<file path="config.mk">
export PLATFORM = sky130hd
export DESIGN_NAME = inst_loader
export DESIGN_NICKNAME = d
export VERILOG_FILES = /design/src/rtl/inst_loader_pkg.sv /design/src/rtl/inst_loader_word_assembler.sv /design/src/rtl/inst_loader.sv
export SDC_FILE = /design/constraint.sdc
export NUM_CORES = 1
export LEC_CHECK = 0
export ABC_AREA = 1
export BUFFER_PORTS_ARGS = -buffer_cell sky130_fd_sc_hd__buf_2
export CAP_MARGIN = 20
export CORE_MARGIN = 1.5
export CORE_UTILIZATION = 61
export CTS_CLUSTER_DIAMETER = 60
export CTS_CLUSTER_SIZE = 30
export DETAILED_ROUTE_END_ITERATION = 12
export PLACE_DENSITY = 0.84
export SLEW_MARGIN = 5
export SYNTH_ARGS = -nofsm -noshare
export SYNTH_HDL_FRONTEND = slang
export SYNTH_SLANG_ARGS = --single-unit
</file>
<file path="constraint.sdc">
create_clock -name clk -period 3.84 [get_ports clk]
set_input_delay 0.576 -clock clk [delete_from_list [all_inputs] [get_ports clk]]
set_output_delay 0.576 -clock clk [all_outputs]
set_load 0.005 [all_outputs]
</file>
<file path="src/rtl/inst_loader_pkg.sv">
// Shared definitions for the boot-time instruction loader: memory sizing and frame states.
package inst_loader_pkg;

    localparam int unsigned INST_ADDR_SIZE = 6;
    localparam int unsigned DEF_MAX_WORDS  = 1 << INST_ADDR_SIZE;

    localparam int unsigned STATE_W = 3;
    localparam logic [STATE_W-1:0] ST_CNT_HI = 3'd0;
    localparam logic [STATE_W-1:0] ST_CNT_LO = 3'd1;
    localparam logic [STATE_W-1:0] ST_DATA   = 3'd2;
    localparam logic [STATE_W-1:0] ST_CSUM   = 3'd3;
    localparam logic [STATE_W-1:0] ST_DONE   = 3'd4;
    localparam logic [STATE_W-1:0] ST_ERROR  = 3'd5;

endpackage

</file>
<file path="src/rtl/inst_loader_word_assembler.sv">
// Byte-to-word assembly (MSB first), byte lane tracking and running XOR of frame bytes.
module word_assembler (
    input  logic        clk,
    input  logic        rst_n,
    input  logic        byte_en,
    input  logic        shift_en,
    input  logic [7:0]  data,
    output logic [7:0]  csum,
    output logic        word_done_c,
    output logic [31:0] word_c
);

    // Only the first three bytes of a word need holding; the fourth arrives with word_done_c.
    logic [23:0] shreg;
    logic [1:0]  lane;

    always_ff @(posedge clk or negedge rst_n) begin
        if (!rst_n) begin
            csum  <= 8'd0;
            shreg <= 24'd0;
            lane  <= 2'd0;
        end else begin
            if (byte_en) begin
                csum <= csum ^ data;
            end
            if (shift_en) begin
                shreg <= {shreg[15:0], data};
                lane  <= lane + 2'd1;
            end
        end
    end

    assign word_done_c = shift_en && (lane == 2'd3);
    assign word_c      = {shreg, data};

endmodule

</file>
<file path="src/rtl/inst_loader.sv">
// Frame-receiving instruction-memory loader: writes assembled words, then raises lock on a good checksum.
module inst_loader
    import inst_loader_pkg::*;
#(
    parameter int unsigned ADDR_W    = INST_ADDR_SIZE,
    parameter int unsigned MAX_WORDS = DEF_MAX_WORDS
) (
    input  logic              clk,
    input  logic              rst_n,
    input  logic              rx_valid,
    input  logic [7:0]        rx_data,
    output logic              rx_ready,
    output logic              imem_we,
    output logic [ADDR_W-1:0] imem_addr,
    output logic [31:0]       imem_wdata,
    output logic              lock,
    output logic              err,
    output logic [ADDR_W:0]   words_loaded
);

    localparam int unsigned CNT_W = ADDR_W + 1;

    logic [STATE_W-1:0] state;
    logic [STATE_W-1:0] state_nxt;
    logic [7:0]         cnt_hi;
    logic [CNT_W-1:0]   count;
    logic [15:0]        frame_cnt_c;
    logic               accept_c;
    logic               cnt_hi_ld;
    logic               count_ld;
    logic               we_nxt;
    logic [7:0]         csum;
    logic               word_done_c;
    logic [31:0]        word_c;

    assign accept_c    = rx_valid && rx_ready;
    assign frame_cnt_c = {cnt_hi, rx_data};

    word_assembler u_asm (
        .clk         (clk),
        .rst_n       (rst_n),
        .byte_en     (accept_c && (state != ST_CSUM)),
        .shift_en    (accept_c && (state == ST_DATA)),
        .data        (rx_data),
        .csum        (csum),
        .word_done_c (word_done_c),
        .word_c      (word_c)
    );

    // Next-state and write-strobe decode.
    always_comb begin
        state_nxt = state;
        cnt_hi_ld = 1'b0;
        count_ld  = 1'b0;
        we_nxt    = 1'b0;
        case (state)
            ST_CNT_HI: begin
                if (accept_c) begin
                    cnt_hi_ld = 1'b1;
                    state_nxt = ST_CNT_LO;
                end
            end
            ST_CNT_LO: begin
                if (accept_c) begin
                    if (frame_cnt_c > 16'(MAX_WORDS)) begin
                        state_nxt = ST_ERROR;
                    end else if (frame_cnt_c == 16'd0) begin
                        state_nxt = ST_CSUM;
                    end else begin
                        count_ld  = 1'b1;
                        state_nxt = ST_DATA;
                    end
                end
            end
            ST_DATA: begin
                if (word_done_c) begin
                    we_nxt = 1'b1;
                    if ((words_loaded + CNT_W'(1)) == count) begin
                        state_nxt = ST_CSUM;
                    end
                end
            end
            ST_CSUM: begin
                if (accept_c) begin
                    state_nxt = (rx_data == csum) ? ST_DONE : ST_ERROR;
                end
            end
            ST_DONE:  state_nxt = ST_DONE;
            ST_ERROR: state_nxt = ST_ERROR;
            default:  state_nxt = ST_ERROR;
        endcase
    end

    always_ff @(posedge clk or negedge rst_n) begin
        if (!rst_n) begin
            state        <= ST_CNT_HI;
            rx_ready     <= 1'b1;
            imem_we      <= 1'b0;
            imem_addr    <= '0;
            imem_wdata   <= 32'd0;
            lock         <= 1'b0;
            err          <= 1'b0;
            words_loaded <= '0;
            cnt_hi       <= 8'd0;
            count        <= '0;
        end else begin
            state    <= state_nxt;
            rx_ready <= (state_nxt != ST_DONE) && (state_nxt != ST_ERROR);
            imem_we  <= we_nxt;
            lock     <= (state_nxt == ST_DONE);
            err      <= (state_nxt == ST_ERROR);
            if (cnt_hi_ld) begin
                cnt_hi <= rx_data;
            end
            // Count already range-checked against MAX_WORDS, so it fits CNT_W bits.
            if (count_ld) begin
                count <= CNT_W'(frame_cnt_c);
            end
            if (we_nxt) begin
                imem_addr    <= words_loaded[ADDR_W-1:0];
                imem_wdata   <= word_c;
                words_loaded <= words_loaded + CNT_W'(1);
            end
        end
    end

endmodule

</file>
* Yosys cells after proc, flatten, opt, wreduce, memory -nomap -nowiden *
Cells that the tools add are included.

storage, ports and cells
  register bits after elaboration = 101
  input bits = 11
  output and inout port bits = 49
  logic and storage cells = 53

cells by class
  $add $sub $neg = 2
  magnitude comparators = 1
  eq/ne operators = 12
  mux-type cells = 17
  bitwise logic cells = 1
  reduce and logical (&&, ||, !) cells = 7

operator list
  cell                                                 number
  2-to-1 mux 3 bit                                     6
  > comparator 16 x 7 -> 1 bit, second input constant  1
  zero test 16 bit                                     1
  one-hot mux 3 bit (5 select lines)                   1
  2-to-1 mux 1 bit                                     10
  == test 3 bit, second input constant                 3
  == test 8 bit                                        1
  bitwise XOR 8 bit                                    1
  adder 7 x 1 -> 7 bit, second input constant          1
  == test 7 bit                                        1
  == test 3 x 2 -> 1 bit, second input constant        2
  != test 3 bit, second input constant                 2
  logical AND 1 bit                                    5
  == test 3 x 1 -> 1 bit, second input constant        1
  zero test 3 bit                                      1
  != test 3 x 2 -> 1 bit, second input constant        1
  adder 2 x 1 -> 2 bit, second input constant          1
  == test 2 bit, second input constant                 1

* Longest topological paths before layout *
Gate-level depths: netlist of run 1.

  depth in word-level cells = 7
  mapped depth = 11
  depth with buffers taken out = 11

* Cells and area by module *
Synthesis of run 1 repeated with hierarchy kept, for this count alone.

second synthesis, totals
  cells, all modules = 554
  area, all modules = 4536.9 um^2

modules (own cells, without submodules)
  module          times used  cells each  area each (um^2)  sequential area each (um^2)
  inst_loader     1           385         3034.2            1677.9
  word_assembler  1           169         1502.7            850.8

* Least setup slack after synthesis of run 1 *
No wires, ideal clock.

  path type = input-to-reg
  start point = in rx_valid
  end point = reg count[6]
  library setup time = 0.126 ns
  arrival time = 1.446 ns
  required time = 3.714 ns
  setup slack = 2.268 ns
  stages = 9
  buffers on the path = 1
  path through = nand2_2 -> inv_1 -> nand3_1 -> nor2_1 -> and2_4 -> nand3_4 -> buf_6 -> nand2_1 -> o21ai_0

between the ends
  longest elaborated chain between the ends = 3

RTL lines
  item                    RTL line            text
  start: declaration      inst_loader.sv:10   input logic rx_valid,
  logical AND 1 bit       inst_loader.sv:36   assign accept_c = rx_valid && rx_ready;
  2-to-1 mux 1 bit        inst_loader.sv:64   if (accept_c) begin
  2-to-1 mux 1 bit        inst_loader.sv:56   case (state)
  end signal: assignment  inst_loader.sv:117  count <= CNT_W'(frame_cnt_c);
  end: declaration        inst_loader.sv:26   logic [CNT_W-1:0] count;

Every way passes these cells.
A chain may end at the register's enable or synchronous reset.

* Worst setup path after layout of run 1 *
  start point = reg rx_ready
  end point = reg words_loaded[5]

between the ends
  longest elaborated chain between the ends = 5

RTL lines
  item                      RTL line                          text
  start: declaration        inst_loader.sv:12                 output logic rx_ready,
  start signal: assignment  inst_loader.sv:108                rx_ready <= (state_nxt != ST_DONE) && (state_nxt != ST_ERROR);
  logical AND 1 bit         inst_loader.sv:36
  logical AND 1 bit         inst_loader.sv:43                 .shift_en (accept_c && (state == ST_DATA)),
  logical AND 1 bit         inst_loader_word_assembler.sv:33  assign word_done_c = shift_en && (lane == 2'd3);
  2-to-1 mux 1 bit          inst_loader.sv:76                 if (word_done_c) begin
  2-to-1 mux 1 bit          inst_loader.sv:56
  end signal: assignment    inst_loader.sv:122                words_loaded <= words_loaded + CNT_W'(1);
  end: declaration          inst_loader.sv:18                 output logic [ADDR_W:0] words_loaded

Every way passes these cells.

==> results of run 1 <==
[flip-flops by register name, indices dropped and copies added (netlist names), 2 cells and up]
register and count:
imem_addr 6, u_asm.lane 2, count 7, words_loaded 7, u_asm.shreg 24, cnt_hi 8
u_asm.csum 8, imem_wdata 32, state 3
[cell usage after synthesis, types with 4 or more instances]
master,number
o21ai_2,6
clkbuf_1,4
o21ai_1,18
nand3_1,13
nand2_1,160
dfrtp_1,100
buf_2,7
a21oi_1,8
nor2_1,30
o21ai_0,51
buf_6,4
xor2_1,5
inv_1,48
[stage by stage]
step / total power, mW / worst slack, ps / instances
floorplan: 1.49 / 2270 / 478
global placement: 1.57 / 1360 / 618
detailed placement: 1.59 / 1260 / 618
CTS: 2.28 / 1370 / 634
global route: 2.39 / 1140 / 635
finish: 2.27 / 1390 / 635
[worst max-delay path: stages, from the launching register on]
cell and delay [ps]:
dfstp_2 550, nand2_2 130, nor2_8 380, nand2_4 470
inv_1 560, o21ai_0 180
[layout make-up]
type	count	area [sq um]
Fill cell	507	1940
Multi-Input combinational cell	312	1480
Tap cell	96	120
Timing Repair Buffer	61	333
Sequential cell	101	2530
Inverter	49	184
Clock inverter	6	72.6
Clock buffer	10	138
[path summary, 6_finish.rpt]
kind                            slack (ps)  cells after the start              end            from
worst min-delay path                   110                      1   imem_wdata[28]           rst_n
worst max-delay path                  1390                      5  words_loaded[5]        rx_ready
min in group clk                       470                      3   u_asm.shreg[6]      rx_data[6]
worst max register to register        1390                      5  words_loaded[5]        rx_ready
worst min register to register         480                      2  u_asm.shreg[15]  u_asm.shreg[7]
max in group asynchronous             3110                      2         rx_ready           rst_n
[logic make-up (layout without fill, tap and decap cells)]
| logic type | count (synthesis) | in the layout | share of synthesized area |
|---|---|---|---|
| adder cells (fa/ha/maj) | 2 | 2 | 0.00583 |
| multiplexers | 2 | 2 | 0.00525 |
| buffers and inverters | 65 | 126 | 0.0668 |
| AO/OA/AOI/OAI | 86 | 86 | 0.108 |
| AND/OR/NAND/NOR | 216 | 216 | 0.213 |
| flip-flops | 101 | 101 | 0.589 |
| XOR/XNOR | 6 | 6 | 0.0122 |
[power breakdown]
group,switching (mW),leakage (nW),total [mW],internal [mW]
Sequential,0.0719,1.26,1.25,1.18
Combinational,0.199,1.28,0.323,0.124
Clock,0.369,0.103,0.692,0.323
Total,0.640,2.64,2.27,1.63
[layer usage]
metal,part of all wire,vias up,track usage
li1,-,1622,-
met1,0.46,1534,0.348
met2,0.47,108,0.375
met3,0.055,17,0.0445
met4,0.024,0,0.120
met5,0,-,0
==> impl_metrics.py, run 1 <==
metrics = {
    "run_status": {
        "outcome": "finished clean",
    },
    "clock_network": {
        "clk_latency_ps": 370,
        "cts_setup_buffers": 0,
        "clock_path_buffers": 2,
        "cts_tree": "built",
        "htree_num_levels": 3,
        "cts_hold_buf": 0,
        "cts_root_buf": "clkbuf_8",
        "cts.sinks": 101,
        "cts.reportedPaths.clkPinSlew_ps": 100,
        "ctsResizeCount": 0,
        "cts-buffers-inserted": 9,
    },
    "global_route": {
        "groute.usage.overall": 0.247,
        "gr-total-overflow": 0,
        "grt_max_degree": 84,
        "grt_pass1_wl_mm": 14.1,
        "grt_pass1_vias": 2977,
        "antenna_found_initial": 0,
    },
    "cells_and_area": {
        "areaGrowthSynthToFinish_pct": 13.1,
        "final_cell_mix": "nand2_1 (160), dfrtp_1 (100), buf_2 (58)",
        "layout_commonest_cell": "nand2_1",
        "drive_gt1_frac": 0.178,
        "antenna_cells": 0,
        "layout.nets": 547,
        "design_area_sq_um": 4850,
        "final_util": 0.714,
    },
    "floorplanning": {
        "boundaryPins": 60,
        "rows": 30,
        "fp.dieW_um": 86.9,
        "core-area_sq_um": 6790,
        "start_util": 0.632,
        "die_h_um": 86.9,
        "dieArea_sq_um": 7550,
    },
    "drt": {
        "vias": 3281,
        "wl_per_cell_um": 13.4,
        "drt_iter0_markers": 205,
        "ant_nets": 0,
        "drc_errors": 0,
        "drt-total-wl_mm": 8.48,
        "viasPerCell": 5.17,
        "drtPass1Iterations": 5,
    },
    "sta": {
        "rsz0062_at_grt": "no",
        "post-route-period-util": 0.637,
        "fmax_mhz": 409,
        "hold_viol_final": 0,
        "timing.final.crit_period_ps": 2450,
        "maxSlewViolCount": 0,
        "max-slew-margin-rel": 0.450,
        "tightest_slew_ps": 822,
        "fin_setup_tns_ps": 0,
        "setup_viol": 0,
        "fin_hold_ws_ps": 109,
        "skew_ps": 11.7,
    },
    "synthesis": {
        "ys_ff_latch": 101,
        "synth-seq-area-share": 0.589,
        "yosys_warnings": 0,
        "synth.distinct_cells": 32,
        "synthTopCellsByArea": "dfrtp_1 (58%), nand2_1 (14%), o21ai_0 (5.9%)",
        "syn-num-nets": 491,
        "syn-cell-area_sq_um": 4290,
        "synth_top_area_frac": 0.583,
        "async_reset_ff_frac": 1.00,
        "synthCells": 478,
        "synth_area_per_cell_sq_um": 8.98,
        "synth_ff_type": "dfrtp_1",
        "synth_top_area_cell": "dfrtp_1",
        "synth_edf_count": 0,
    },
    "run": {
        "maxCapViolations": 0,
    },
    "worst_setup_path": {
        "worst_setup_path_end_kind": "flop",
        "arrival_ps": 2670,
        "cp-start-kind": "flop",
        "critPathMaxFanout": 75,
        "cp.required_ps": 4070,
        "path_class": "reg -> reg",
    },
    "place": {
        "postPlaceCellArea_sq_um": 4610,
        "place.gp.congestion": 0.850,
        "dp_hpwl_mm": 5.80,
        "io_buffers": 59,
    },
    "power": {
        "ir_worst_vdd_mv": 0.428,
        "power_density_nw_per_um2": 467,
        "p_leak_nw": 2.64,
    },
    "worst_hold_path": {
        "min_path_type": "in -> async",
    },
}
Power figures use the tool's default switching activity.
==> run 2: changes to the inputs <==
--- a/config.mk
+++ b/config.mk
@@ -9,11 +9,11 @@
 export BUFFER_PORTS_ARGS = -buffer_cell sky130_fd_sc_hd__buf_2
 export CAP_MARGIN = 20
 export CORE_MARGIN = 1.5
-export CORE_UTILIZATION = 61
+export CORE_UTILIZATION = 51
 export CTS_CLUSTER_DIAMETER = 60
 export CTS_CLUSTER_SIZE = 30
 export DETAILED_ROUTE_END_ITERATION = 12
-export PLACE_DENSITY = 0.84
+export PLACE_DENSITY = 0.75
 export SLEW_MARGIN = 5
 export SYNTH_ARGS = -nofsm -noshare
 export SYNTH_HDL_FRONTEND = slang
==> constraint.sdc (replaced) <==
create_clock -name clk -period 2.2 [get_ports clk]
set_input_delay 0.33 -clock clk [delete_from_list [all_inputs] [get_ports clk]]
set_output_delay 0.33 -clock clk [all_outputs]
set_load 0.005 [all_outputs]
==> run 2 against run 1 <==
Effect of this change: critical path depth increased by 1; clock-buffer cell count decreased by 1; first-iteration DRC count increased by 22%; largest cell class unchanged; power increased by 75%; wire length increased by 0.45%; combinational power increased by 78%.
==> impl_metrics.py, run 2 (synthesized netlist as in run 1, its figures left out) <==
metrics = {
    "run_status": {
        "outcome": "finished clean",
    },
    "worst_setup_path": {
        "reg2reg_slack_ps": 380,
        "cp.required_ps": 2490,
        "reg2regPathDepth": 6,
        "worstPathCellList": "nand2_2 > nor2_8 > nand2_4 > inv_1 > nand3_1 > o21ai_0",
        "cp_slowest_cell": "dfstp_2",
        "reg2reg_from": "rx_ready",
        "cp-start-kind": "flop",
        "r2r_end": "words_loaded[6]",
        "worst_setup_path_end_kind": "flop",
        "path_class": "reg -> reg",
        "critPathLaunch": "rx_ready",
        "arrival_ps": 2100,
        "worst_path_largest_cell_delay_ps": 540,
        "critPathMaxFanout": 20,
    },
    "floorplanning": {
        "dieArea_sq_um": 8970,
        "rows": 33,
        "fp.dieW_um": 94.7,
        "die_h_um": 94.7,
        "start_util": 0.525,
        "core-area_sq_um": 8180,
        "boundaryPins": 60,
    },
    "sta": {
        "fin_hold_ws_ps": 243,
        "setup_viol": 0,
        "maxSlewViolCount": 0,
        "post-route-period-util": 0.827,
        "max-slew-margin-rel": 0.615,
        "fmax_mhz": 550,
        "setup_ws_ps": 381,
        "skew_ps": 9.59,
        "hold_viol_final": 0,
        "fin_setup_tns_ps": 0,
        "timing.final.crit_period_ps": 1820,
        "tightest_slew_ps": 574,
        "rsz0062_at_grt": "no",
    },
    "global_route": {
        "groute.usage.overall": 0.212,
        "grt_pass1_vias": 3110,
        "antenna_found_initial": 0,
        "grt_pass1_wl_mm": 14.5,
        "grt_max_degree": 45,
        "gr-total-overflow": 0,
    },
    "cells_and_area": {
        "largest_reg_flops": 32,
        "n_fill_cell": 692,
        "final_cell_mix": "nand2_1 (160), dfrtp_1 (100), buf_2 (58)",
        "layout.nets": 553,
        "drive_gt1_frac": 0.185,
        "top_register": "imem_wdata",
        "final_util": 0.599,
        "largestRegisters": "imem_wdata (32), u_asm.shreg (24)",
        "antenna_cells": 0,
        "areaGrowthSynthToFinish_pct": 14.1,
        "layout_commonest_cell": "nand2_1",
    },
    "drt": {
        "ant_nets": 0,
        "vias": 3238,
        "drt-total-wl_mm": 8.52,
        "drc_errors": 0,
        "drtPass1Iterations": 5,
        "wl_per_cell_um": 13.1,
        "drt_iter0_markers": 250,
        "viasPerCell": 4.98,
    },
    "worst_hold_path": {
        "min_from": "rx_data[5]",
        "min_path_type": "in -> reg",
        "whs_path_depth": 3,
        "min_to": "u_asm.shreg[5]",
    },
    "clock_network": {
        "cts.reportedPaths.clkPinSlew_ps": 100,
        "cts_tree": "built",
        "htree_num_levels": 3,
        "clock_path_buffers": 2,
        "clk_latency_ps": 370,
        "cts.sinks": 101,
        "cts_root_buf": "clkbuf_8",
        "cts-buffers-inserted": 9,
        "ctsResizeCount": 0,
    },
    "power": {
        "p_leak_nw": 2.67,
        "power_density_nw_per_um2": 810,
        "ir_worst_vdd_mv": 0.586,
    },
    "place": {
        "io_buffers": 59,
        "pre_cts_ws_ps": 376,
        "place.gp.congestion": 0.864,
        "dp_hpwl_mm": 6.20,
    },
    "run": {
        "maxCapViolations": 0,
    },
}
## run 2: metal layers
metal / vias to the layer above / track usage / wire, um
met3: 11 / 0.0338 / 291
met5: - / 0 / 0
li1: 1623 / - / -
met4: 0 / 0.0784 / 128
met2: 56 / 0.335 / 3990
met1: 1548 / 0.297 / 4110
## run 2: power breakdown
part | switching [mW] | internal (mW) | leakage, nW
clock network | 0.667 | 0.544 | 0.103
logic | 0.352 | 0.222 | 1.30
registers | 0.122 | 2.06 | 1.26
## run 2: cell type report
class	instances	area, sq um	area share
clock inverter	7	80.1	0.0164
multi-input combinational	312	1480	0.301
clock buffer	9	124	0.0253
sequential	101	2530	0.516
inverter	49	184	0.0376
timing repair buffer	67	373	0.0761
tap	105	131	0.0268
## run 2: critical path: cells and delay by family, from the launching register on
| kind | cells | cell delay, ps |
|---|---|---|
| AND/OR/NAND/NOR | 4 | 700 |
| flip-flops | 1 | 540 |
| buffers and inverters | 1 | 390 |
| AO/OA/AOI/OAI | 1 | 100 |
## run 2: worst max-delay path by stage
stage	end	cells past startpoint
floorplan	count[6]	9
global placement	words_loaded[6]	6
detailed placement	words_loaded[6]	6
CTS	words_loaded[6]	6
global route	words_loaded[6]	6
finish	words_loaded[6]	6
## run 2: through the flow
step / power [mW] / std cells / cell area (sq um)
6_report: 3.97 / 650 / 4900
5_1_grt: 4.19 / 650 / 4900
4_1_cts: 4.00 / 650 / 4900
3_5_place_dp: 2.79 / 633 / 4680
3_3_place_gp: 2.75 / 633 / 4680
2_1_floorplan: 2.60 / 478 / 4290
## run 2: repair_timing
item / in CTS / in global routing
hold buffers: 1 / 0
setup buffers: 0 / 0
hold endpoints to repair: 31 / 0
setup endpoints to repair: 0 / 0
